[config.mk]
export PLATFORM = sky130hd
export DESIGN_NAME = ram_pattern_sequencer_flat
export DESIGN_NICKNAME = d
export VERILOG_FILES = /design/src/rtl/ram_pattern_sequencer_if.sv /design/src/rtl/ram_pattern_sequencer.sv /design/src/flat_wrapper.sv
export SDC_FILE = /design/constraint.sdc
export NUM_CORES = 1
export LEC_CHECK = 0
export ABC_AREA = 1
export CORE_ASPECT_RATIO = 2
export CORE_MARGIN = 2
export CORE_UTILIZATION = 60
export CTS_CLUSTER_DIAMETER = 120
export DETAILED_ROUTE_END_ITERATION = 7
export GPL_TIMING_DRIVEN = 0
export PLACE_DENSITY = 0.83
export SYNTH_ARGS = -nofsm -noshare
export SYNTH_HDL_FRONTEND = slang
export SYNTH_SLANG_ARGS = --single-unit
[constraint.sdc]
create_clock -name clock -period 2.5 [get_ports clock]
set_input_delay 0.375 -clock clock [delete_from_list [all_inputs] [get_ports clock]]
set_output_delay 0.375 -clock clock [all_outputs]
set_load 0.01 [all_outputs]
[src/rtl/ram_pattern_sequencer_if.sv]
// Control, pattern-write and display signals of the RAM pattern sequencer.
// The master drives the controls and the RAM write port; the slave is the sequencer.
interface ram_pattern_sequencer_if #(
    parameter int NB_LEDS = 4,
    parameter int NB_ADDR = 4
);
    logic               i_enable;
    logic [1:0]         i_mode;
    logic [NB_ADDR-1:0] i_last_addr;
    logic               i_wr_en;
    logic [NB_ADDR-1:0] i_wr_addr;
    logic [NB_LEDS-1:0] i_wr_data;
    logic [NB_LEDS-1:0] o_leds;
    logic [3:0]         o_led_r;
    logic               o_done;

    modport master (
        output i_enable, i_mode, i_last_addr, i_wr_en, i_wr_addr, i_wr_data,
        input  o_leds, o_led_r, o_done
    );

    modport slave (
        input  i_enable, i_mode, i_last_addr, i_wr_en, i_wr_addr, i_wr_data,
        output o_leds, o_led_r, o_done
    );
endinterface

[src/rtl/ram_pattern_sequencer.sv]
// RAM-backed LED pattern player: steps through pattern RAM addresses 0..last
// at a prescaled rate in loop, one-shot or ping-pong mode, with pause and a
// write port that stays live in every state.
module ram_pattern_sequencer #(
    parameter int NB_LEDS  = 4,
    parameter int NB_ADDR  = 4,
    parameter int NB_PRESC = 25,
    parameter int PRESCALE = 25000000
) (
    input  logic                   clock,
    input  logic                   i_reset,
    ram_pattern_sequencer_if.slave bus
);
    localparam int                  DEPTH     = 2 ** NB_ADDR;
    localparam logic [NB_PRESC-1:0] PRESC_MAX = NB_PRESC'(PRESCALE - 1);

    typedef enum logic [1:0] {
        S_IDLE     = 2'd0,
        S_RUN_UP   = 2'd1,
        S_RUN_DOWN = 2'd2,
        S_DONE     = 2'd3
    } state_t;

    logic [NB_LEDS-1:0]  r_ram [DEPTH];
    state_t              r_state;
    logic [NB_ADDR-1:0]  r_addr;
    logic [NB_ADDR-1:0]  r_last;
    logic [1:0]          r_mode;
    logic [NB_PRESC-1:0] r_presc;
    logic [NB_LEDS-1:0]  r_leds;
    logic [3:0]          r_led_r;
    logic                r_done;

    logic w_run;
    logic w_tick;
    logic w_oneshot;
    logic w_pingpong;

    assign w_run      = (r_state == S_RUN_UP) || (r_state == S_RUN_DOWN);
    assign w_tick     = w_run && bus.i_enable && (r_presc == PRESC_MAX);
    // Mode 2'b11 falls through to loop behaviour.
    assign w_oneshot  = (r_mode == 2'b01);
    assign w_pingpong = (r_mode == 2'b10);

    // Pattern RAM write port; contents survive reset.
    always_ff @(posedge clock) begin
        if (bus.i_wr_en)
            r_ram[bus.i_wr_addr] <= bus.i_wr_data;
    end

    // Sequencer FSM: address stepping, prescaler, registered display and state outputs.
    always_ff @(posedge clock) begin
        if (i_reset) begin
            r_state <= S_IDLE;
            r_addr  <= '0;
            r_last  <= '0;
            r_mode  <= 2'b00;
            r_presc <= '0;
            r_leds  <= '0;
            r_led_r <= 4'b0001;
            r_done  <= 1'b0;
        end else begin
            case (r_state)
                S_IDLE: begin
                    r_leds <= '0;
                    if (bus.i_enable) begin
                        r_state <= S_RUN_UP;
                        r_led_r <= 4'b0010;
                        r_addr  <= '0;
                        r_presc <= '0;
                        r_mode  <= bus.i_mode;
                        r_last  <= bus.i_last_addr;
                    end
                end
                S_RUN_UP, S_RUN_DOWN: begin
                    // i_enable low freezes addr, prescaler and display.
                    if (bus.i_enable) begin
                        r_leds  <= r_ram[r_addr];
                        r_presc <= w_tick ? '0 : r_presc + 1'b1;
                        if (w_tick) begin
                            if (r_state == S_RUN_UP) begin
                                if (r_addr < r_last) begin
                                    r_addr <= r_addr + 1'b1;
                                end else if (w_pingpong) begin
                                    // A single-entry ping-pong has no down leg.
                                    if (r_last != '0) begin
                                        r_state <= S_RUN_DOWN;
                                        r_led_r <= 4'b0100;
                                        r_addr  <= r_last - 1'b1;
                                    end else begin
                                        r_addr <= '0;
                                    end
                                end else if (w_oneshot) begin
                                    r_state <= S_DONE;
                                    r_led_r <= 4'b1000;
                                    r_done  <= 1'b1;
                                end else begin
                                    r_addr <= '0;
                                end
                            end else begin
                                // Turn at 0 straight to 1 so the endpoint shows only once.
                                if (r_addr != '0) begin
                                    r_addr <= r_addr - 1'b1;
                                end else begin
                                    r_state <= S_RUN_UP;
                                    r_led_r <= 4'b0010;
                                    r_addr  <= NB_ADDR'(1);
                                end
                            end
                        end
                    end
                end
                S_DONE: begin
                    if (bus.i_enable) begin
                        r_leds <= r_ram[r_addr];
                    end else begin
                        r_state <= S_IDLE;
                        r_led_r <= 4'b0001;
                        r_done  <= 1'b0;
                        r_addr  <= '0;
                        r_leds  <= '0;
                    end
                end
                default: begin
                    r_state <= S_IDLE;
                    r_led_r <= 4'b0001;
                end
            endcase
        end
    end

    assign bus.o_leds  = r_leds;
    assign bus.o_led_r = r_led_r;
    assign bus.o_done  = r_done;
endmodule

[src/flat_wrapper.sv]
// flat-port wrapper written by rule: the top's interface ports become plain ports
module ram_pattern_sequencer_flat 
#(
    parameter int NB_LEDS  = 4,
    parameter int NB_ADDR  = 4,
    parameter int NB_PRESC = 25,
    parameter int PRESCALE = 25000000
)
  (clock, i_reset, bus_i_enable, bus_i_mode, bus_i_last_addr, bus_i_wr_en, bus_i_wr_addr, bus_i_wr_data, bus_o_leds, bus_o_led_r, bus_o_done);
  ram_pattern_sequencer_if #(.NB_LEDS(NB_LEDS), .NB_ADDR(NB_ADDR)) bus_i ();
  input  logic clock;
  input  logic i_reset;
  input wire logic [$bits(bus_i.i_enable)-1:0] bus_i_enable;
  input wire logic [$bits(bus_i.i_mode)-1:0] bus_i_mode;
  input wire logic [$bits(bus_i.i_last_addr)-1:0] bus_i_last_addr;
  input wire logic [$bits(bus_i.i_wr_en)-1:0] bus_i_wr_en;
  input wire logic [$bits(bus_i.i_wr_addr)-1:0] bus_i_wr_addr;
  input wire logic [$bits(bus_i.i_wr_data)-1:0] bus_i_wr_data;
  output wire logic [$bits(bus_i.o_leds)-1:0] bus_o_leds;
  output wire logic [$bits(bus_i.o_led_r)-1:0] bus_o_led_r;
  output wire logic [$bits(bus_i.o_done)-1:0] bus_o_done;
  assign bus_i.i_enable = bus_i_enable;
  assign bus_i.i_mode = bus_i_mode;
  assign bus_i.i_last_addr = bus_i_last_addr;
  assign bus_i.i_wr_en = bus_i_wr_en;
  assign bus_i.i_wr_addr = bus_i_wr_addr;
  assign bus_i.i_wr_data = bus_i_wr_data;
  assign bus_o_leds = bus_i.o_leds;
  assign bus_o_led_r = bus_i.o_led_r;
  assign bus_o_done = bus_i.o_done;
  ram_pattern_sequencer #(.NB_LEDS(NB_LEDS), .NB_ADDR(NB_ADDR), .NB_PRESC(NB_PRESC), .PRESCALE(PRESCALE)) u_core (.clock(clock), .i_reset(i_reset), .bus(bus_i));
endmodule
======== Yosys cells after proc, flatten, opt, wreduce, memory -nomap -nowiden ========
Memories as Yosys holds them, arrays and structs flattened. A register that Yosys moved wholly into a read port is not among the register bits.
Cells that the tools add are included.
word-level totals
  register bits after elaboration ......... 46
  latch bits .............................. 0
  bits in writable memories ............... 64
  memory bits (read-only) ................. 0
  input bits .............................. 18
  output and inout bits ................... 9
  logic and storage cells ................. 99
  memories kept ........................... 1
memory list
  name          depth  width  read ports  clocked after memory_dff  write ports  RTL line                     text
  u_core.r_ram  16     4      1           1                         1            ram_pattern_sequencer.sv:24  logic [NB_LEDS-1:0] r_ram [DEPTH];
cells by class
  add/subtract/negate cells ............... 4
  multiply operators ...................... 0
  div/mod/pow operators ................... 0
  magnitude comparators ................... 1
  equality and inequality tests ........... 19
  shift operators ......................... 0
  mux-type cells .......................... 52
  bitwise operators ....................... 0
  reduce and logical (&&, ||, !) cells .... 14
operators by type and width
  operator                 count
  $mux W4                  24
  $mux W25                 3
  $pmux W25 S2             1
  $pmux W4 S3              3
  $add A25 B1 Y25 const B  1
  $eq A25 B25 Y1 const B   1
  $mux W2                  10
  $reduce_and A8 Y1        2
  $ne A2 B2 Y1 const B     5
  $mux W1                  9
  $reduce_bool A4 Y1       2
  $sub A4 B1 Y4 const B    2
  $eq A2 B2 Y1 const B     3
  $ne A2 B1 Y1 const B     3
  $pmux W2 S3              1
  $ne A5 B5 Y1 const B     1
  $reduce_and A5 Y1        1
  $add A4 B1 Y4 const B    1
  $eq A2 B1 Y1 const B     2
  $lt A4 B4 Y1             1
  $ne A4 B2 Y1 const B     1
  $ne A4 B4 Y1 const B     1
  $reduce_bool A2 Y1       2
  $ne A3 B2 Y1 const B     1
  other kinds (8)          9

======== Longest topological paths before layout ========
Gate-level depths: netlist (run 1).
  word-level depth ........................ 10
  depth in mapped cells ................... 13
  depth with buffers taken out ............ 13

======== Least setup slack after synthesis (run 1) ========
Ideal clock, no wire load.
  kind .................................... reg2reg
  start ................................... reg u_core.r_state[0]
  end ..................................... reg u_core.r_state[0]
  setup time .............................. 0.128 ns
  arrival time ............................ 1.806 ns
  data required time ...................... 2.372 ns
  setup slack ............................. 0.566 ns
  cell stages (with the launch flop) ...... 14
  path buffers ............................ 1
  period minus slack after synthesis ...... 1.934 ns
  cell sequence ........................... dfxtp_1 > inv_1 > ha_1 > buf_6 > inv_2 > nor2_2 > a21oi_2 > nand3_1 > nor2_1 > nand2_1 > nor2_8 > nand2_1 > o21ai_1 > nor2_1
between the ends
  cells in the longest elaborated chain, start to end .. 6
  elaborated cells between the ends (all ways) .. 21
  classes of those cells .................. eq/ne (11); mux (4); reduce/logical (6)
ends and longest elaborated chain
  item                                          RTL line                                                                               text
  start, declared                               ram_pattern_sequencer.sv:25                                                            state_t r_state;
  start signal, assigned                        ram_pattern_sequencer.sv:54                                                            r_state <= S_IDLE;
  start signal, assigned                        ram_pattern_sequencer.sv:67                                                            r_state <= S_RUN_UP;
  start signal, assigned                        ram_pattern_sequencer.sv:87                                                            r_state <= S_RUN_DOWN;
  $eq A2 B1 Y1 or $eq A2 B2 Y1 (tied branches)  ram_pattern_sequencer.sv:39, ram_pattern_sequencer.sv:63, ram_pattern_sequencer.sv:81
  $logic_or A1 B1 Y1                            ram_pattern_sequencer.sv:39                                                            assign w_run = (r_state == S_RUN_UP) || (r_state == S_RUN_DOWN);
  $logic_and A1 B1 Y1 (2 in series)             ram_pattern_sequencer.sv:40                                                            assign w_tick = w_run && bus.i_enable && (r_presc == PRESC_MAX);
  $ne A2 B1 Y1 (no line)                        -
  $reduce_and A8 Y1 (no line)                   -
Parallel ways exist; a longest one is shown, timed or not. The select of a mux whose other input is x is not followed.
A chain may end at the register's enable or synchronous reset.

======== Worst setup path in the final report (run 1) ========
Ends and elaborated chain as after synthesis.

==> results of run 1 <==
## cells in the final DEF, fill, tap and decap left out, types with 10 or more instances in the layout
| cell | synthesis | final |
|---|---|---|
| a21oi_1 | 48 | 48 |
| clkbuf_1 | 9 | 10 |
| clkbuf_16 | 0 | 17 |
| clkdlybuf4s50_1 | 0 | 26 |
| dfxtp_1 | 50 | 50 |
| edfxtp_1 | 64 | 64 |
| ha_1 | 16 | 16 |
| inv_1 | 82 | 82 |
| nand2_1 | 123 | 123 |
| nand3_1 | 46 | 46 |
| nor2_1 | 72 | 72 |
| nor3_1 | 13 | 13 |
| o211ai_1 | 17 | 17 |
| o21ai_0 | 39 | 39 |
## path summary, 6_finish.rpt
path	from	endpoint	slack (ps)	cells after the start
worst max-delay path	u_core.r_state[0]$_SDFFE_PP0P_	u_core.r_state[0]$_SDFFE_PP0P_	240	13
worst min-delay path	u_core.bus.o_done$_SDFFE_PP0P_	u_core.bus.o_done$_SDFFE_PP0P_	480	2
worst max register to register	u_core.r_state[0]$_SDFFE_PP0P_	u_core.r_state[0]$_SDFFE_PP0P_	240	13
worst min register to register	u_core.bus.o_done$_SDFFE_PP0P_	u_core.bus.o_done$_SDFFE_PP0P_	480	2
## worst reg2reg max path: stages, from the launching register on
cell,delay (ps)
dfxtp_1,400
inv_1,110
ha_1,340
buf_6,160
inv_2,100
nor2_2,80
a21oi_2,200
nand3_1,100
nor2_1,90
nand2_1,130
nor2_8,200
nand2_1,70
o21ai_1,90
nor2_1,60
## stage by stage
step | hold WS [ps] | cells
after floorplan | 444.2 | 646
after global placement | 445.1 | 774
after detailed placement | 459.7 | 774
after CTS | 475.7 | 805
after global routing | 496.1 | 805
final | 476.4 | 805
## state kept, by name, indices dropped and copies added, names as in the netlist, named ones only
name                cells
u_core.r_last           4
u_core.r_addr           4
u_core.r_state          2
u_core.r_ram           64
u_core.bus.o_leds       4
u_core.r_presc         25
u_core.bus.o_led_r      4
u_core.bus.o_done       1
u_core.r_mode           2
## final cells by class
cell class,instances,area [um2],share of cell area
plain buffers,18,85.08,0.01299
inverters,88,330.3,0.05044
clock buffers,18,429.2,0.06553
clock inverters,13,186.4,0.02847
repair buffers,26,260.3,0.03974
multi-input cells,426,2207,0.3370
flip-flops and latches,114,2923,0.4463
well taps,102,127.6,0.01949
## per-layer routing
layer  GRT usage  vias up  routed length [um]
li1            -     2241                   -
met1      0.2733     2219                4696
met2      0.5507      234                7805
met3     0.06403       86                 733
met4      0.2046        0                 905
met5           0        -                   0
## logic make-up after synthesis
kind of cell / Yosys count / synth area share
XOR/XNOR: 8 / 0.01264
AO/OA/AOI/OAI: 116 / 0.1171
AND/OR/NAND/NOR: 286 / 0.2322
adder cells (fa/ha/maj): 16 / 0.03610
buffers and inverters: 106 / 0.07491
flip-flops: 114 / 0.5271
## report_power, final
part / internal (W) / leakage (nW) / switching, W
Combinational: 0.000759 / 1.33 / 0.00151
Sequential: 0.00214 / 0.985 / 0.000141
Clock: 0.00166 / 0.288 / 0.000838
Total: 0.00456 / 2.61 / 0.00249
==> impl_metrics.env, run 1 <==
export IMPL_io_buffers=26
export IMPL_synth_nets=680
export IMPL_setup_violations=0
export IMPL_area_delta_synth_final_pct=18.10
export IMPL_route_detailed_wl_per_inst_um=17.57
export IMPL_synth_warnings=0
export IMPL_vias=4780
export IMPL_first_pass_iters=5
export IMPL_cp_num_buf_inv=3
export IMPL_cap_viol_max_count=0
export IMPL_cts_sinks=114
export IMPL_insertion_delay_ps=410
export IMPL_cts_path_max_buffers=2
export IMPL_core_area_mm2=0.009012
export IMPL_final_max_slew_viol_count=0
export IMPL_worstPathCellList="inv_1 > ha_1 > buf_6 > inv_2 > nor2_2 > a21oi_2 > nand3_1 > nor2_1 > nand2_1 > nor2_8 > nand2_1 > o21ai_1 > nor2_1"
export IMPL_p_leak_nw=2.606
export IMPL_synth_most_common_cell="nand2_1"
export IMPL_fmax_mhz=443.3
export IMPL_grt_ovfl_total=0
export IMPL_finalNetCount=725
export IMPL_dpl_hpwl_um=10060
export IMPL_critPathMaxFanout=10
export IMPL_clock_root_buffer="clkbuf_16"
export IMPL_grt_pass1_vias=4857
export IMPL_cp_start_kind="register"
export IMPL_grt_pass1_wl_um=22430
export IMPL_synth_area_per_cell_um2=8.584
export IMPL_clk_pin_slew_ps=50
export IMPL_crit_family="simple AND/OR/NAND/NOR gates"
export IMPL_start_util=0.6153
export IMPL_critPathRequiredTime_ps=2780
export IMPL_drc=0
export IMPL_die_x_um=71.98
export IMPL_rsz0062_at_grt="false"
export IMPL_tns_ps=0
export IMPL_drive_gt1_frac=0.08250
export IMPL_slowest_stage="dfxtp_1"
export IMPL_synth_top_area_cell="edfxtp_1"
export IMPL_hp_class="register to register"
export IMPL_dieArea_mm2=0.01007
export IMPL_synth_cell_types=39
export IMPL_cts_tree="yes"
export IMPL_cts_inserted_buffers=17
export IMPL_grt_max_degree=17
export IMPL_n_antenna_cell=0
export IMPL_ys_ff_latch=114
export IMPL_period_needed_ps=2256
export IMPL_cts_resized_gates=0
export IMPL_worstMarginPinSlew_ps=733.0
export IMPL_ys_seq_area_frac=0.5271
export IMPL_ioPinCount=27
export IMPL_netlist_area_mm2=0.005545
export IMPL_synthTopCellsByCount="nand2_1 (123), inv_1 (82), nor2_1 (72)"
export IMPL_drt_iter0_markers=337
export IMPL_gp_congestion=1.031
export IMPL_synth_top_cell_area_share=0.3466
export IMPL_post_route_util=0.7266
export IMPL_fin_total_pwr_w=0.007043
export IMPL_arrival_ps=2530
export IMPL_synthTopCellsByArea="edfxtp_1 (35%), dfxtp_1 (18%), nand2_1 (8.3%), inv_1 (5.6%), nor2_1 (4.9%)"
export IMPL_std_cell_rows=49
export IMPL_cts_max_level=4
export IMPL_crit_path_end_kind="register"
export IMPL_postRouteAntennaNets=0
export IMPL_wl_um=14140
export IMPL_status="complete, no violations"
export IMPL_hold_viol_final=0
export IMPL_post_dp_cell_area_mm2=0.005933
export IMPL_synthArstFlopShare=0
export IMPL_grt_antenna_before_repair=0
export IMPL_synth_main_ff_cell="edfxtp_1"
export IMPL_relSlewSlack=0.5098
export IMPL_peakVddDrop_uv=814.6
export IMPL_powerDensity_mw_per_mm2=1075
export IMPL_pre_cts_slack_ps=286.0
export IMPL_period_share=0.9024
export IMPL_via_per_inst=5.938
export IMPL_cpPeakStageDelay_ps=400
export IMPL_finalClockSkew_ps=4.277
export IMPL_fillCellCount=653
export IMPL_post_cts_setup_buffers=0
export IMPL_holdBufCountCts=0
export IMPL_synth_edf_count=64
export IMPL_stdcell_area_mm2=0.006549
export IMPL_worst_slack_ps=244.0
export IMPL_chipHeight_um=140.0
export IMPL_syn_inst=646
export IMPL_grt_use_total=0.2967
export IMPL_critical_path_class="register to register"
(Power assumes the default switching activity.)
==> run 2, diff against run 1 <==
Settings changed: CORE_UTILIZATION 60 to 50, PLACE_DENSITY 0.83 to 0.72.
==> run 2 against run 1 <==
  * Total power is 1.1% lower
  * Via count is 4.1% lower
  * First-iteration DRC count is 41% lower
  * Global-route usage is 5.4 points lower
  * Sequential share of layout area is 0.25 points lower
  * Combinational power hardly changed
  * Sequential power hardly changed
  * Non-clock buffer count stayed put
==> impl_metrics.env, run 2 (synthesis gave the netlist of run 1 again) <==
export IMPL_status="complete, no violations"
export IMPL_cts_max_level=4
export IMPL_hold_viol_final=0
export IMPL_route_detailed_wl_per_inst_um=16.32
export IMPL_std_cell_rows=54
export IMPL_rrSetupSlack_ps=270
export IMPL_worstMarginPinSlew_ps=724.5
export IMPL_clk_pin_slew_ps=50
export IMPL_critical_path_class="register to register"
export IMPL_dpl_hpwl_um=10170
export IMPL_critPathMaxFanout=10
export IMPL_post_dp_cell_area_mm2=0.005981
export IMPL_crit_path_end_kind="register"
export IMPL_wl_met2_um=7578
export IMPL_powerDensity_mw_per_mm2=1058
export IMPL_crit_family="simple AND/OR/NAND/NOR gates"
export IMPL_dieArea_mm2=0.01200
export IMPL_grt_pass1_vias=4526
export IMPL_cp_num_buf_inv=3
export IMPL_cts_tree="yes"
export IMPL_gp_congestion=1.026
export IMPL_hp_class="register to register"
export IMPL_slowest_stage="dfxtp_1"
export IMPL_first_pass_iters=5
export IMPL_cp_start_kind="register"
export IMPL_worstPathCellList="inv_1 > ha_1 > buf_6 > inv_2 > nor2_2 > a21oi_2 > nand3_1 > nor2_1 > nand2_1 > nor2_8 > nand2_1 > o21ai_1 > nor2_1"
export IMPL_met3WireLength_um=529
export IMPL_arrival_ps=2510
export IMPL_tns_ps=0
export IMPL_grt_pass1_wl_um=21890
export IMPL_wl_um=13770
export IMPL_io_buffers=26
export IMPL_holdBufCountCts=0
export IMPL_vias=4585
export IMPL_reg_largest_list="u_core.r_ram (64), u_core.r_presc (25)"
export IMPL_area_delta_synth_final_pct=18.77
export IMPL_insertion_delay_ps=410
export IMPL_drc=0
export IMPL_cap_viol_max_count=0
export IMPL_post_cts_setup_buffers=0
export IMPL_grt_use_total=0.2423
export IMPL_fillCellCount=927
export IMPL_rsz0062_at_grt="false"
export IMPL_largest_reg_flops=64
export IMPL_cts_resized_gates=0
export IMPL_core_area_mm2=0.01088
export IMPL_die_x_um=78.47
export IMPL_drive_gt1_frac=0.08239
export IMPL_postRouteAntennaNets=0
export IMPL_cpPeakStageDelay_ps=400
export IMPL_finalNetCount=725
export IMPL_cts_path_max_buffers=2
export IMPL_top_register="u_core.r_ram"
export IMPL_ioPinCount=27
export IMPL_chipHeight_um=152.9
export IMPL_finalClockSkew_ps=8.922
export IMPL_clock_root_buffer="clkbuf_16"
export IMPL_final_cell_mix="nand2_1 (123), inv_1 (82), nor2_1 (72)"
export IMPL_period_share=0.8934
export IMPL_cts_inserted_buffers=17
export IMPL_grt_max_degree=17
export IMPL_relSlewSlack=0.5155
export IMPL_period_needed_ps=2234
export IMPL_p_leak_nw=2.608
export IMPL_cts_sinks=114
export IMPL_top_layer="met4"
export IMPL_stdcell_area_mm2=0.006586
export IMPL_n_antenna_cell=0
export IMPL_critPathRequiredTime_ps=2780
export IMPL_via_per_inst=5.432
export IMPL_final_max_slew_viol_count=0
export IMPL_layout_commonest_cell="nand2_1"
export IMPL_grt_antenna_before_repair=0
export IMPL_grt_ovfl_total=0
export IMPL_peakVddDrop_uv=806.6
export IMPL_start_util=0.5098
export IMPL_met1Wirelength_um=4874
export IMPL_drt_iter0_markers=200
export IMPL_setup_violations=0
export IMPL_fmax_mhz=447.7
run 2: cell types whose count changed in the layout (fill, tap and decap cells not counted), sizes merged:
cell,delta
clkinvlp,-2
inv,-1
clkinv,+3
bufinv,-1
clkbuf,+2
run 2: power breakdown:
part | switching (W) | internal, W | total, W
clock network | 0.000848 | 0.00159 | 0.00244
registers | 0.000136 | 0.00214 | 0.00227
logic | 0.00149 | 0.000760 | 0.00225
run 2: worst paths after layout:
| check | startpoint | endpoint | depth (start not counted) |
|---|---|---|---|
| worst max register to register | u_core.r_state[0]$_SDFFE_PP0P_ | u_core.r_state[0]$_SDFFE_PP0P_ | 13 |
| worst min-delay path | u_core.bus.o_led_r[0]$_SDFFE_PP1P_ | u_core.bus.o_led_r[0]$_SDFFE_PP1P_ | 2 |
| worst min register to register | u_core.bus.o_led_r[0]$_SDFFE_PP1P_ | u_core.bus.o_led_r[0]$_SDFFE_PP1P_ | 2 |
| worst max-delay path | u_core.r_state[0]$_SDFFE_PP0P_ | u_core.r_state[0]$_SDFFE_PP0P_ | 13 |
run 2: per-stage QoR:
step                std cells    util  setup WS, ps  power (W)  hold WS, ps
finish                    844  0.6055         266.5   0.006968        461.8
global route              844  0.6055         8.271   0.007349        494.5
CTS                       844  0.6055         275.3   0.006972        470.2
detailed placement        812  0.5498         260.2   0.004520        454.6
global placement          812  0.5498         291.4   0.004484        448.0
floorplan                 646       -         566.3   0.003843        444.2
run 2: routing by layer:
| layer | global-route usage | vias to the layer above |
|---|---|---|
| met2 | 0.4458 | 140 |
| met3 | 0.05313 | 47 |
| met1 | 0.2337 | 2156 |
| met4 | 0.1612 | 0 |
| li1 | - | 2242 |
| met5 | 0 | - |
run 2: final cells by class:
| cell class | instances | area (um2) | area share |
|---|---|---|---|
| Timing Repair Buffer | 26 | 260.3 | 0.03951 |
| Buffer | 18 | 85.08 | 0.01292 |
| Sequential cell | 114 | 2923 | 0.4438 |
| Clock buffer | 20 | 446.7 | 0.06782 |
| Multi-Input combinational cell | 426 | 2207 | 0.3351 |
| Tap cell | 140 | 175.2 | 0.02660 |
| Inverter | 88 | 330.3 | 0.05015 |
| Clock inverter | 12 | 158.9 | 0.02413 |
run 2: worst min-delay path: cells and delay by family, from the launching register on:
kind | cells | cell delay (ps)
and+or+nand+nor | 2 | 100
DFF | 1 | 330
